`src/rtl/attn_pkg.sv`:
```
// Shared constants and state type for the attention output collector.
package attn_pkg;

  localparam int unsigned ATTN_ROWS   = 4;
  localparam int unsigned ATTN_GROUPS = 32;
  localparam int unsigned OUT_WORDS   = ATTN_ROWS * ATTN_GROUPS;
  localparam int unsigned OUT_ADDR_W  = 7;
  localparam int unsigned WORD_W      = 128;
  localparam int unsigned COUNT_W     = 8;

  typedef enum logic [1:0] {
    ST_IDLE     = 2'd0,
    ST_COLLECT  = 2'd1,
    ST_COMPLETE = 2'd2
  } collect_state_t;

  // Output-SRAM word address of a beat: group in the high bits, row in the low bits.
  function automatic logic [OUT_ADDR_W-1:0] out_addr(input logic [4:0] group,
                                                     input logic [1:0] row);
    return {group, row};
  endfunction

endpackage

```
`src/rtl/valid_delay_line.sv`:
```
// Fixed-depth 1-bit delay line; tracks which SRAM read cycles return data.
module valid_delay_line #(
  parameter int unsigned DEPTH = 2
) (
  input  logic clk,
  input  logic rst,
  input  logic din,
  output logic dout
);

  logic [DEPTH-1:0] pipe;

  always_ff @(posedge clk or posedge rst) begin
    if (rst) begin
      pipe <= '0;
    end else begin
      pipe[0] <= din;
      for (int unsigned i = 1; i < DEPTH; i++) begin
        pipe[i] <= pipe[i-1];
      end
    end
  end

  assign dout = pipe[DEPTH-1];

endmodule

```
`src/rtl/attn_out_collector.sv`:
```
// Collects the 128-word attention output stream into the output SRAM, tracks
// coverage with a bitmap, and serves host reads through the same SRAM port.
module attn_out_collector
  import attn_pkg::*;
#(
  parameter int unsigned READ_LAT = 2
) (
  input  logic                  clk,
  input  logic                  rst,
  input  logic                  arm,
  input  logic                  in_valid,
  input  logic [1:0]            in_row,
  input  logic [4:0]            in_group,
  input  logic [WORD_W-1:0]     in_data,
  input  logic                  in_done,
  output logic [OUT_ADDR_W-1:0] O_mem_addr,
  output logic                  O_mem_wen,
  output logic [WORD_W-1:0]     O_mem_in,
  output logic                  O_mem_ren,
  input  logic [WORD_W-1:0]     O_mem_out,
  input  logic                  rd_req,
  input  logic [OUT_ADDR_W-1:0] rd_addr,
  output logic                  rd_ready,
  output logic                  rd_valid,
  output logic [WORD_W-1:0]     rd_data,
  output logic                  busy,
  output logic                  complete,
  output logic                  dup_err,
  output logic                  missing_err,
  output logic                  stray_err,
  output logic [COUNT_W-1:0]    word_count
);

  collect_state_t         state;
  logic [OUT_WORDS-1:0]   bitmap;
  logic                   in_collect;
  logic                   beat_wr;
  logic                   rd_accept;
  logic [OUT_ADDR_W-1:0]  beat_addr;
  logic                   beat_new;
  logic [COUNT_W-1:0]     count_next;

  // A collecting beat owns the SRAM port, so reads are refused that cycle;
  // this is what keeps write and read enables mutually exclusive.
  always_comb begin
    in_collect = (state == ST_COLLECT);
    beat_wr    = in_valid & in_collect & ~arm;
    rd_ready   = ~(in_valid & in_collect) & ~arm;
    rd_accept  = rd_req & rd_ready;
    beat_addr  = out_addr(in_group, in_row);
    beat_new   = ~bitmap[beat_addr];
    count_next = word_count + COUNT_W'(beat_new);
    busy       = in_collect;
    complete   = (state == ST_COMPLETE);
  end

  always_ff @(posedge clk or posedge rst) begin
    if (rst) begin
      O_mem_wen  <= 1'b0;
      O_mem_ren  <= 1'b0;
      O_mem_addr <= '0;
      O_mem_in   <= '0;
    end else begin
      O_mem_wen <= beat_wr;
      O_mem_ren <= rd_accept;
      if (beat_wr) begin
        O_mem_addr <= beat_addr;
        O_mem_in   <= in_data;
      end else if (rd_accept) begin
        O_mem_addr <= rd_addr;
      end
    end
  end

  always_ff @(posedge clk or posedge rst) begin
    if (rst) begin
      state       <= ST_IDLE;
      bitmap      <= '0;
      word_count  <= '0;
      dup_err     <= 1'b0;
      missing_err <= 1'b0;
      stray_err   <= 1'b0;
    end else if (arm) begin
      state       <= ST_COLLECT;
      bitmap      <= '0;
      word_count  <= '0;
      dup_err     <= 1'b0;
      missing_err <= 1'b0;
      stray_err   <= 1'b0;
    end else begin
      case (state)
        ST_COLLECT: begin
          if (beat_wr) begin
            bitmap[beat_addr] <= 1'b1;
            word_count        <= count_next;
            if (!beat_new) dup_err <= 1'b1;
          end
          // A beat completing the set wins over a same-cycle in_done: no missing flag.
          if (beat_wr && count_next == COUNT_W'(OUT_WORDS)) begin
            state <= ST_COMPLETE;
          end else if (in_done) begin
            state       <= ST_COMPLETE;
            missing_err <= 1'b1;
          end
        end
        default: begin
          if (in_valid) stray_err <= 1'b1;
        end
      endcase
    end
  end

  valid_delay_line #(
    .DEPTH(READ_LAT)
  ) u_rd_delay (
    .clk (clk),
    .rst (rst),
    .din (O_mem_ren),
    .dout(rd_valid)
  );

  assign rd_data = rd_valid ? O_mem_out : '0;

endmodule

```
`config.mk`:
```
export PLATFORM = sky130hd
export DESIGN_NAME = attn_out_collector
export DESIGN_NICKNAME = d
export VERILOG_FILES = /design/src/rtl/attn_pkg.sv /design/src/rtl/valid_delay_line.sv /design/src/rtl/attn_out_collector.sv
export SDC_FILE = /design/constraint.sdc
export NUM_CORES = 1
export LEC_CHECK = 0
export CAP_MARGIN = 15
export CORE_AREA = 3 3 217 219
export CTS_CLUSTER_DIAMETER = 30
export DETAILED_ROUTE_END_ITERATION = 12
export DIE_AREA = 0 0 220 222
export DONT_BUFFER_PORTS = 1
export GPL_TIMING_DRIVEN = 0
export SLEW_MARGIN = 5
export SYNTH_ARGS = -nofsm -noshare
export SYNTH_HDL_FRONTEND = slang
export SYNTH_HIERARCHICAL = 1
export SYNTH_SLANG_ARGS = --single-unit
```
`constraint.sdc`:
```
create_clock -name clk -period 13.7 [get_ports clk]
set_input_delay 2.74 -clock clk [delete_from_list [all_inputs] [get_ports clk]]
set_output_delay 2.74 -clock clk [all_outputs]
set_load 0.01 [all_outputs]
```
* Word level (Yosys, flattened, before mapping)
Index checks and enable logic that the tools add are counted.
** Cells by class
- Add/sub/neg operators :: 1
- Magnitude comparators :: 2
- Equality and inequality tests :: 5
- Mux-type cells :: 28
- Bitwise operators :: 8
- Reduce and logical (&&, ||, !) cells :: 14
** Operators by type and width (count)
- $mux W128 :: 4
- $or A128 B128 Y128 :: 1
- $mux W8 :: 3
- $mux W7 :: 2
- $mux W1 :: 13
- $reduce_bool A2 Y1 :: 6
- $add A8 B1 Y8 :: 1
- $eq A8 B8 Y1 const B :: 1
- $lt A7 B8 Y1 const B :: 1
- $mux W2 :: 4
- $bmux W1 S7 :: 1
- $demux W1 S7 :: 1
- $ge A7 B1 Y1 const B :: 1
- $reduce_and A2 Y1 :: 3
- $reduce_and A3 Y1 :: 2
- $and A1 B1 Y1 :: 4
- $ne A2 B2 Y1 const B :: 2
- $not A1 Y1 :: 3
- $reduce_bool A3 Y1 :: 1
- $eq A2 B1 Y1 const B :: 1
- $eq A2 B2 Y1 const B :: 1
- $logic_and A1 B1 Y1 :: 2
** Word-level totals
- Flip-flop bits (word level) :: 280
- Input bits :: 276

* Logic depth before layout (Yosys ltp)
Gate-level depths: netlist (run 1).
- Depth after elaboration :: 9
- Mapped depth :: 16
- Depth with buffers taken out :: 13

* By module
The synthesis (run 1) kept the hierarchy.
** By module, submodules not included
- attn_out_collector :: times used 1, cells an instance 1383, area an instance 12635.9 µm²
- valid_delay_line :: times used 1, cells an instance 3, area an instance 53.8 µm²

* Worst setup path after synthesis (run 1)
No wires, ideal clock.
- Path kind :: input -> output
- Start point :: input port in_valid
- End point :: output port rd_ready
- Arrival :: 3197 ps
- Slack :: 7763 ps
- Stages on the path :: 2
- Path through :: clkbuf_1 > a21oi_1
** On the way
- Cells in the longest elaborated chain, start to end :: 3
** RTL lines
- start: declaration :: line attn_out_collector.sv:11 : input logic in_valid,
- $and A1 B1 Y1 :: line attn_out_collector.sv:48 : rd_ready = ~(in_valid & in_collect) & ~arm;
- $not A1 Y1 :: line attn_out_collector.sv:48
- $and A1 B1 Y1 :: line attn_out_collector.sv:48
- end: declaration :: line attn_out_collector.sv:23 : output logic rd_ready,
No other way between the ends.

* Worst setup path in the final report (run 1)
- Start point :: input port arm
- End point :: output port rd_ready
** On the way
- Cells in the longest elaborated chain, start to end :: 2
** RTL lines
- start: declaration :: line attn_out_collector.sv:10 : input logic arm,
- $not A1 Y1 :: line attn_out_collector.sv:48
- $and A1 B1 Y1 :: line attn_out_collector.sv:48
No other way between the ends.

==> results of run 1 <==
cell usage in the layout (no fill, tap or decap), drive strengths merged, types with 2 or more instances in the layout:
cell,count
bufinv,4
nor2,12
and3,2
clkinv,11
clkinvlp,6
a31oi,3
dfrtp,280
a41oi,4
nand2b,3
mux2i,71
and2,129
xor2,2
or3,3
nor2b,9
diode,7
ha,2
o21ai,27
nand3,14
clkbuf,113
a21oi,8
xnor2,4
inv,154
nand4,2
buf,44
o22ai,161
nand2,413
kinds of logic after synthesis:
group           after synthesis  share of synthesized area (%)
compound gates              206                           9.94
simple gates                591                           20.8
buf+inv                     230                           7.81
flops                       280                           55.2
mux                          71                           5.60
xor+xnor                      6                          0.414
fa+ha+maj                     2                          0.197
how the worst max path moves through the flow:
| stage | to | slack (ns) |
|---|---|---|
| after floorplan | O_mem_addr[0] | 3.29 |
| after global placement | O_mem_in[58] | 0.61 |
| after detailed placement | state[0] | 7.53 |
| after CTS | rd_ready | 7.53 |
| after global routing | rd_ready | 7.51 |
| final | rd_ready | 7.53 |
cells in the mapped netlist, drive strengths merged:
| master | instances | area share, % |
|---|---|---|
| buf | 42 | 2.2 |
| a211oi | 1 | 0.059 |
| nand3b | 1 | 0.089 |
| xor2 | 2 | 0.14 |
| nand4 | 2 | 0.15 |
| nor2 | 12 | 0.37 |
| or2 | 1 | 0.049 |
| nand2 | 413 | 12 |
| and2 | 129 | 6.4 |
| a41oi | 4 | 0.28 |
| a21oi | 8 | 0.32 |
| or3 | 3 | 0.15 |
| inv | 138 | 4.1 |
| o21ba | 1 | 0.079 |
| a31oi | 3 | 0.15 |
| xnor2 | 4 | 0.28 |
| dfrtp | 280 | 55 |
| nand2b | 3 | 0.15 |
| nor3 | 1 | 0.039 |
| nand3 | 14 | 0.59 |
| o21ai | 27 | 1.1 |
| mux2i | 71 | 5.6 |
| nor2b | 9 | 0.44 |
| and3 | 2 | 0.099 |
| ha | 2 | 0.20 |
| clkbuf | 50 | 1.5 |
| o22ai | 161 | 7.9 |
| a21o | 1 | 0.059 |
| nor4 | 1 | 0.099 |
per-stage QoR:
stage,cell area [µm²],cells,total power [mW],setup WS (ns)
2_1_floorplan,12700,1386,1.16,3.29
3_3_place_gp,13400,1986,1.26,0.606
3_5_place_dp,13500,1988,1.26,7.53
4_1_cts,15400,2088,2.63,7.53
5_1_grt,15400,2095,2.71,7.51
6_report,15400,2095,2.61,7.53
flip-flops by register name, summed over array words and instances, names as in the netlist:
name / cells
O_mem_in: 128
word_count: 8
O_mem_wen: 1
dup_err: 1
stray_err: 1
O_mem_ren: 1
O_mem_addr: 7
u_rd_delay/pipe: 2
missing_err: 1
bitmap: 128
state: 2
layer usage:
| metal | up-vias | track usage, % | wire [µm] |
|---|---|---|---|
| met4 | 0 | 8.87 | 2360 |
| li1 | 4640 | - | - |
| met1 | 5020 | 24.4 | 19600 |
| met2 | 589 | 36.0 | 26000 |
| met5 | - | 0 | 0 |
| met3 | 86 | 6.03 | 4760 |
power groups by stage:
stage | combinational, mW | clock, mW | sequential, mW
3_3_place_gp | 0.201 | 0 | 1.06
5_1_grt | 0.236 | 1.42 | 1.05
4_1_cts | 0.210 | 1.38 | 1.04
6_report | 0.207 | 1.36 | 1.04
3_5_place_dp | 0.213 | 0 | 1.05
2_1_floorplan | 0.149 | 0 | 1.02
area by class of cell:
class	instances	area [µm²]	share of cell area (%)
antenna	7	17.5	0.113
inverter	138	526	3.40
sequential	280	7010	45.4
tap	600	751	4.86
buffer	92	473	3.06
multi-input combinational	876	4690	30.4
timing repair buffer	2	55.1	0.357
clock inverter	37	448	2.90
clock buffer	63	1470	9.50
==> summary.txt, run 1 <==
Setup path
  – Reg-to-reg critical path startpoint: bitmap[57]
  – CP delay by family, top: compound AO/OA/AOI/OAI gates
  – Levels on crit path: 2
  – Max incr delay on CP: 0.43 ns
  – Worst Setup End Kind: output port
  – Worst path arrival time: 3.43 ns
  – RR Endpoint: state[0]
  – CP Data Required Time: 10.96 ns
  – Worst-path fanout max: 7
  – CP cell instances: clkbuf_1 > a21oi_1
  – FF-to-FF path depth: 13
  – Crit start category: input port
  – CP Launch Point: arm
  – CP max stage cell: a21oi_1
  – R2r setup slk: 10.39 ns
  – Worst path bufs/invs: 1
  – WS Path Type: input port to output port

Route
  – DRC Markers: 0
  – Routed WL per cell: 25.2 µm
  – Post-DR vias/cell: 4.93
  – Final ANT Viol Nets: 0
  – Drt first pass iters: 7
  – Via count: 10300
  – Iter 0 DRT Violations: 787
  – Drt total wl: 52800 µm

Clocking
  – Clock transition at the registers of the reported paths: 0.05 ns
  – Post-CTS setup buffer count: 0
  – CTS resizes: 0
  – Clock Latency Late Sink: 0.60 ns
  – Num Clock Sinks: 280
  – Cts bufs inserted: 55
  – CTS tree: yes
  – Max clock buf depth: 3
  – Hold Buf Count CTS: 0
  – H-tree Lvls: 2
  – Clk root buf: clkbuf_16

Min path
  – Hold Startpoint: u_rd_delay/pipe[0]
  – Min-delay worst type: flop to flop
  – Hold path depth: 0
  – Hold EP: u_rd_delay/pipe[1]

Power
  – NetSw: 0.771 mW
  – Switching portion of total power: 29.5%
  – Power density over the cells: 169 nW/µm²
  – Maximum VDD drop: 0.0000937 V
  – P_leak: 7.13 nW
  – Clock network power share: 52.1%
  – Comb power frac: 7.9%
  – Int Power: 1.84 mW
  – Register share of total power: 39.9%

Timing
  – Final Slew Violations: 0
  – Worst Max-Slew Pin Slew: 0.896 ns
  – Period utilization: 45.1%
  – RSZ-0062 raised after global routing: false
  – Max-slew headroom: 40.3%
  – Fin. Hold Viols: 0
  – Crit path time final: 6.17 ns
  – # setup viols final: 0
  – Final hold slack: 0.350 ns
  – Clock Skew: 0.0674 ns
  – Fmax: 0.162 GHz
  – Setup TNS: 0 ns

Global route
  – Largest net degree at the start of global routing: 112
  – Global-route wire length before repair: 74300 µm
  – Vias in the first global route: 10600
  – Total grt overflow: 0
  – Overall routing resource usage: 21.0%
  – Initial antenna violation count: 7

Synth
  – Synth warn: 6
  – Post-synth cell types: 39
  – Avg Cell Area, Syn: 9.16 µm²
  – Number of synthesized register bits: 280
  – Gate Count Post-Synth: 1386
  – Mapped Nets: 1664
  – Post-synthesis cell area: 12700 µm²
  – Sequential-to-total area share from yosys stat: 55.2%

Floorplan
  – Core Region: 45300 µm²
  – Die ar.: 48800 µm²
  – Die X-Extent: 220 µm
  – Die height: 222 µm
  – I/O pin count: 556
  – Starting density of the core: 28.0%
  – Row count: 78

Placement
  – Routability congestion estimate: 1.02
  – Hpwl dp: 40600 µm
  – Port Buffer Count: 0

Layout
  – Area Overhead vs Synth: 21.6%
  – Final Core Density: 34.1%
  – # fillers: 4557
  – Share of post-route cells with drive strength above 1: 9.74%
  – NumNets Final: 1723

Flow run
  – Max-cap check violation count: 0

Status
  – Status: complete, no violations
Power figures use the tool's default switching activity.
==> inputs of run 2 (changes only) <==
Clock period 13.7 ns to 5.75 ns, I/O delays scaled along.
==> summary.txt, run 2 (synthesized netlist as in run 1, its figures left out) <==
Layout
  – Share of post-route cells with drive strength above 1: 9.41% (-0.34 points)
  – Top Registers: O_mem_in x128, bitmap x128, word_count x8
  – Area Overhead vs Synth: 20.8%
  – # fillers: 4626 (+1.5%)
  – Cell Count, Final, Fillers Out: 2093 (-0.095%)
  – Most frequent cells in the layout: nand2_1 (412), dfrtp_1 (280), o22ai_1 (161), inv_1 (136), and2_1 (129)
  – NumNets Final: 1725 (+0.12%)
  – Final Core Density: 33.9% (-0.23 points)
  – Commonest non-fill, non-tap cell in the layout: nand2_1

Route
  – Iter 0 DRT Violations: 684 (-13%)
  – Drt first pass iters: 5 (-2)
  – DRC Markers: 0 (unchanged)
  – Final ANT Viol Nets: 0 (unchanged)
  – Via count: 10500 (+1.4%)
  – Routed WL per cell: 27.0 µm (+7.3%)
  – Post-DR vias/cell: 5.01 (+1.5%)
  – Drt total wl: 56500 µm (+7.2%)

Power
  – Maximum VDD drop: 0.000273 V (+190%)
  – P_leak: 7.08 nW (-0.68%)
  – Power density over the cells: 387 nW/µm² (+130%)
  – Tot Pwr: 5.93 mW (+130%)

Timing
  – Final hold slack: 0.313 ns (-0.0370 ns)
  – # setup viols final: 0 (unchanged)
  – Crit path time final: 4.06 ns
  – Fin. Hold Viols: 0 (unchanged)
  – Clock Skew: 0.0646 ns (-0.00283 ns)
  – Final Slew Violations: 0 (unchanged)
  – Period utilization: 70.7%
  – Fmax: 0.246 GHz
  – Max-slew headroom: 47.4% (+7.1 points)
  – RSZ-0062 raised after global routing: false
  – Worst Max-Slew Pin Slew: 0.787 ns (-0.109 ns)

Clocking
  – CTS tree: yes
  – Max clock buf depth: 3 (unchanged)
  – CTS resizes: 0 (unchanged)
  – Clock transition at the registers of the reported paths: 0.05 ns (about the same)
  – Cts bufs inserted: 51 (-7.3%)
  – Clock Latency Late Sink: 0.58 ns (-0.02 ns)
  – Post-CTS setup buffer count: 0 (unchanged)
  – Hold Buf Count CTS: 0 (unchanged)
  – Num Clock Sinks: 280 (unchanged)
  – Clk root buf: clkbuf_16
  – H-tree Lvls: 2 (unchanged)

Floorplan
  – Die height: 222 µm (unchanged)
  – I/O pin count: 556 (unchanged)
  – Row count: 78 (unchanged)
  – Core Region: 45300 µm² (unchanged)
  – Die X-Extent: 220 µm (unchanged)
  – Die ar.: 48800 µm² (unchanged)
  – Starting density of the core: 28.0% (unchanged)

Setup path
  – Worst Setup End Kind: flop
  – CP Data Required Time: 6.21 ns (-4.75 ns)
  – Worst-path fanout max: 10 (+3)
  – Crit start category: input port
  – CP most frequent cell: o21ai_0
  – CP max stage cell: nor4_2
  – R2r setup slk: 2.42 ns (-7.97 ns)
  – CP delay by family, top: compound AO/OA/AOI/OAI gates
  – CP cell instances: buf_4 > nand2_2 > buf_2 > o22ai_1 > o21ai_0 > a41oi_1 > nor4_2 > ha_1 > ha_1 > nor2_1 > o21ai_0 > a211oi_1 > a31oi_1 > o21ai_0 > nand2b_1
  – WS Path Type: input port to flop
  – Worst path arrival time: 4.52 ns (+1.09 ns)
  – Worst path bufs/invs: 2 (+1)
  – Max incr delay on CP: 0.51 ns (+0.08 ns)

Global route
  – Largest net degree at the start of global routing: 42 (-63%)
  – Global-route wire length before repair: 78300 µm (+5.3%)
  – Vias in the first global route: 10600 (+0.74%)
  – Total grt overflow: 0 (unchanged)
  – Overall routing resource usage: 22.4% (+1.4 points)
  – Initial antenna violation count: 12 (+5)

Flow run
  – Max-cap check violation count: 0 (unchanged)

Status
  – Status: complete, no violations

Placement
  – Hpwl dp: 45100 µm (+11%)
  – Port Buffer Count: 0 (unchanged)
  – Placed insts: 1994 (+0.30%)
  – Routability congestion estimate: 1.01 (-1.4%)

Min path
  – Min-delay worst type: input port to asynchronous set/reset pin
==> run 2: changes by cell type in the layout (fill, tap and decap cells not counted), moves of 3 or more <==
cell / before / now
buf_12: 0 / 7
clkbuf_16: 55 / 52
inv_8: 4 / 1
clkbuf_1: 52 / 57
inv_6: 12 / 9
==> run 2: routing by layer <==
| metal | vias up | routed length [µm] | GRT usage (%) |
|---|---|---|---|
| li1 | 4613 | - | - |
| met1 | 5197 | 20700 | 25.1 |
| met2 | 589 | 29900 | 41.9 |
| met3 | 79 | 4670 | 5.87 |
| met4 | 0 | 1330 | 5.26 |
| met5 | - | 0 | 0 |
==> run 2: path summary, 6_finish.rpt <==
kind,startpoint,endpoint,cells after the start
hold / removal,rst,u_rd_delay/pipe[0],1
min in group clk,u_rd_delay/pipe[0],u_rd_delay/pipe[1],0
setup reg to reg,bitmap[57],state[0],13
hold reg to reg,u_rd_delay/pipe[0],u_rd_delay/pipe[1],0
max in group asynchronous,rst,O_mem_in[65],5
setup / recovery,in_group[0],state[0],15
==> run 2: per-stage QoR <==
stage	setup slack, ns	setup TNS [ns]	instance area, µm²
5_1_grt	1.47	0	15300
4_1_cts	1.75	0	15300
2_1_floorplan	0.921	0	12700
3_5_place_dp	1.17	0	13600
6_report	1.69	0	15300
3_3_place_gp	-0.497	-122.58	13400
==> run 2: worst register-to-register path, stage by stage (launching register included) <==
cell      delay [ns]
dfrtp_1         0.37
mux2i_1         0.16
o22ai_1         0.12
o21ai_0         0.29
a41oi_1         0.20
nor4_2          0.53
ha_1            0.30
ha_1            0.25
nor2_1          0.13
o21ai_0         0.09
a211oi_1        0.33
a31oi_1         0.18
o21ai_0         0.18
nand2b_1        0.07
==> run 2: report_power, final <==
part	switching [mW]	internal [mW]
Clock	1.07	1.86
Sequential	0.303	2.18
Combinational	0.359	0.157
Total	1.73	4.20
==> run 2: layout make-up <==
class,instances,area [µm²],area share [%]
inverters,138,522,3.40
plain buffers,92,473,3.08
multi-input cells,876,4690,30.6
repair buffers,8,168,1.09
diodes,5,12.5,0.0816
clock inverters,28,283,1.84
well taps,600,751,4.90
clock buffers,66,1420,9.29
flip-flops and latches,280,7010,45.7
==> inputs of run 3 (changes only) <==
Clock period 5.75 ns to 4.24 ns, I/O delays scaled along.
==> summary.txt, run 3 (synthesized netlist as in run 1, its figures left out) <==
Route
  – DRC Markers: 0 (unchanged)
  – Drt first pass iters: 5 (unchanged)
  – Iter 0 DRT Violations: 728 (+6.4%)
  – Via count: 10500 (+0.12%)
  – Routed WL per cell: 27.0 µm (about the same)
  – Drt total wl: 56500 µm (unchanged)
  – Post-DR vias/cell: 5.01 (about the same)
  – Final ANT Viol Nets: 0 (unchanged)

Clocking
  – Clock transition at the registers of the reported paths: 0.05 ns (about the same)
  – Post-CTS setup buffer count: 0 (unchanged)
  – Max clock buf depth: 3 (unchanged)
  – H-tree Lvls: 2 (unchanged)
  – CTS tree: yes
  – Clk root buf: clkbuf_16
  – Cts bufs inserted: 51 (unchanged)
  – Num Clock Sinks: 280 (unchanged)
  – Clock Latency Late Sink: 0.58 ns (about the same)

Floorplan
  – Core Region: 45300 µm² (unchanged)
  – Die height: 222 µm (unchanged)
  – Starting density of the core: 28.0% (unchanged)
  – Row count: 78 (unchanged)
  – Die X-Extent: 220 µm (unchanged)
  – I/O pin count: 556 (unchanged)
  – Die ar.: 48800 µm² (unchanged)

Setup path
  – CP Data Required Time: 4.70 ns (-1.51 ns)
  – CP max stage cell: nor4_2
  – CP most frequent cell: o21ai_0
  – Worst Setup End Kind: flop
  – Reg-to-reg critical path startpoint: bitmap[56]
  – FF-to-FF path depth: 13 (unchanged)
  – CP cell instances: buf_4 > nand2_2 > buf_2 > o22ai_1 > o21ai_0 > a41oi_1 > nor4_2 > ha_1 > ha_1 > nor2_1 > o21ai_0 > a211oi_1 > a31oi_1 > o21ai_0 > nand2b_1
  – CP delay by family, top: compound AO/OA/AOI/OAI gates
  – Worst path arrival time: 4.23 ns (-0.29 ns)
  – Max incr delay on CP: 0.51 ns (about the same)
  – R2r setup slk: 0.91 ns (-1.51 ns)
  – Worst-path fanout max: 10 (unchanged)
  – RR Endpoint: state[0]
  – Worst path bufs/invs: 2 (unchanged)
  – WS Path Type: input port to flop
  – Crit start category: input port

Layout
  – Area Overhead vs Synth: 20.9% (about the same)
  – NumNets Final: 1726 (+0.058%)
  – Commonest non-fill, non-tap cell in the layout: nand2_1
  – Finished Cell Area: 15300 µm² (about the same)
  – Most frequent cells in the layout: nand2_1 (412), dfrtp_1 (280), o22ai_1 (161), inv_1 (136), and2_1 (129)
  – Share of post-route cells with drive strength above 1: 9.40% (about the same)
  – Top Registers: O_mem_in x128, bitmap x128, word_count x8
  – Cell Count, Final, Fillers Out: 2095 (+0.096%)

Timing
  – Final hold slack: 0.176 ns (-0.137 ns)
  – Setup TNS: 0 ns (unchanged)
  – Worst Max-Slew Pin Slew: 0.812 ns (+0.0250 ns)
  – Max-slew headroom: 45.7% (-1.7 points)
  – Fmax: 0.265 GHz
  – RSZ-0062 raised after global routing: false
  – Period utilization: 88.9%
  – Clock Skew: 0.0649 ns (+0.000283 ns)
  – Crit path time final: 3.77 ns
  – # setup viols final: 0 (unchanged)
  – Final Slew Violations: 0 (unchanged)
  – Fin. Hold Viols: 0 (unchanged)

Flow run
  – Max-cap check violation count: 0 (unchanged)

Global route
  – Total grt overflow: 0 (unchanged)
  – Vias in the first global route: 10700 (+0.094%)
  – Initial antenna violation count: 12 (unchanged)
  – Overall routing resource usage: 22.4% (about the same)
  – Largest net degree at the start of global routing: 42 (unchanged)
  – Global-route wire length before repair: 78300 µm (about the same)

Power
  – Power density over the cells: 524 nW/µm² (+35%)
  – Maximum VDD drop: 0.000369 V (+35%)
  – P_leak: 7.09 nW (about the same)
  – Tot Pwr: 8.04 mW (+36%)

Placement
  – Routability congestion estimate: 1.01 (unchanged)
  – Area after DPL: 13600 µm² (unchanged)
  – Placed insts: 1994 (unchanged)
  – Hpwl dp: 45100 µm (unchanged)
  – Port Buffer Count: 0 (unchanged)

Min path
  – Min-delay worst type: input port to asynchronous set/reset pin

Status
  – Status: complete, no violations
==> run 3: cell types whose count changed in the layout (fill, tap and decap cells not counted) <==
| cell | before | now |
|---|---|---|
| dlygate4sd3_1 | 0 | 1 |
| diode_2 | 5 | 6 |
==> run 3: worst max-delay path by stage <==
| stage | start | end | slack [ns] | cells past startpoint |
|---|---|---|---|---|
| after floorplan | rst | O_mem_addr[0] | -0.29 | 1 |
| after global placement | rst | O_mem_in[60] | -1.71 | 1 |
| after detailed placement | in_group[0] | state[0] | -0.04 | 15 |
| after CTS | in_group[0] | state[0] | 0.54 | 15 |
| after global routing | in_group[0] | missing_err | 0.26 | 15 |
| final | in_group[0] | state[0] | 0.47 | 15 |
==> run 3: what timing repair did <==
action                    4_1_cts  5_1_grt
hold buffers                    1        0
hold endpoints to repair        2        0
resized for setup               0        0
==> run 3: area by class of cell <==
class,instances,area (µm²)
Tap cell,600,751
Multi-Input combinational cell,876,4690
Clock inverter,28,283
Sequential cell,280,7010
Clock buffer,66,1420
Buffer,92,473
Inverter,138,522
Antenna cell,6,15.0
Fill cell,4628,29900
Timing Repair Buffer,9,178
==> run 3: through the flow <==
stage | utilization [%] | setup slack [ns]
after floorplan | - | -0.287
after global placement | 29.7 | -1.71
after detailed placement | 30.1 | -0.0366
after CTS | 33.9 | 0.543
after global routing | 33.9 | 0.261
final | 33.9 | 0.470
==> run 3: routing by layer <==
layer,global-route usage [%],part of all wire (%)
met1,25.1,36
met2,41.9,53
met5,0,0
met4,5.26,2.4
met3,5.89,8.6
==> run 3: power by group <==
| group | total [mW] | leakage, nW | switching [mW] | internal, mW |
|---|---|---|---|---|
| clock network | 3.97 | 0.827 | 1.45 | 2.52 |
| logic | 0.699 | 2.56 | 0.486 | 0.213 |
| registers | 3.37 | 3.69 | 0.412 | 2.96 |
| total | 8.04 | 7.09 | 2.34 | 5.69 |
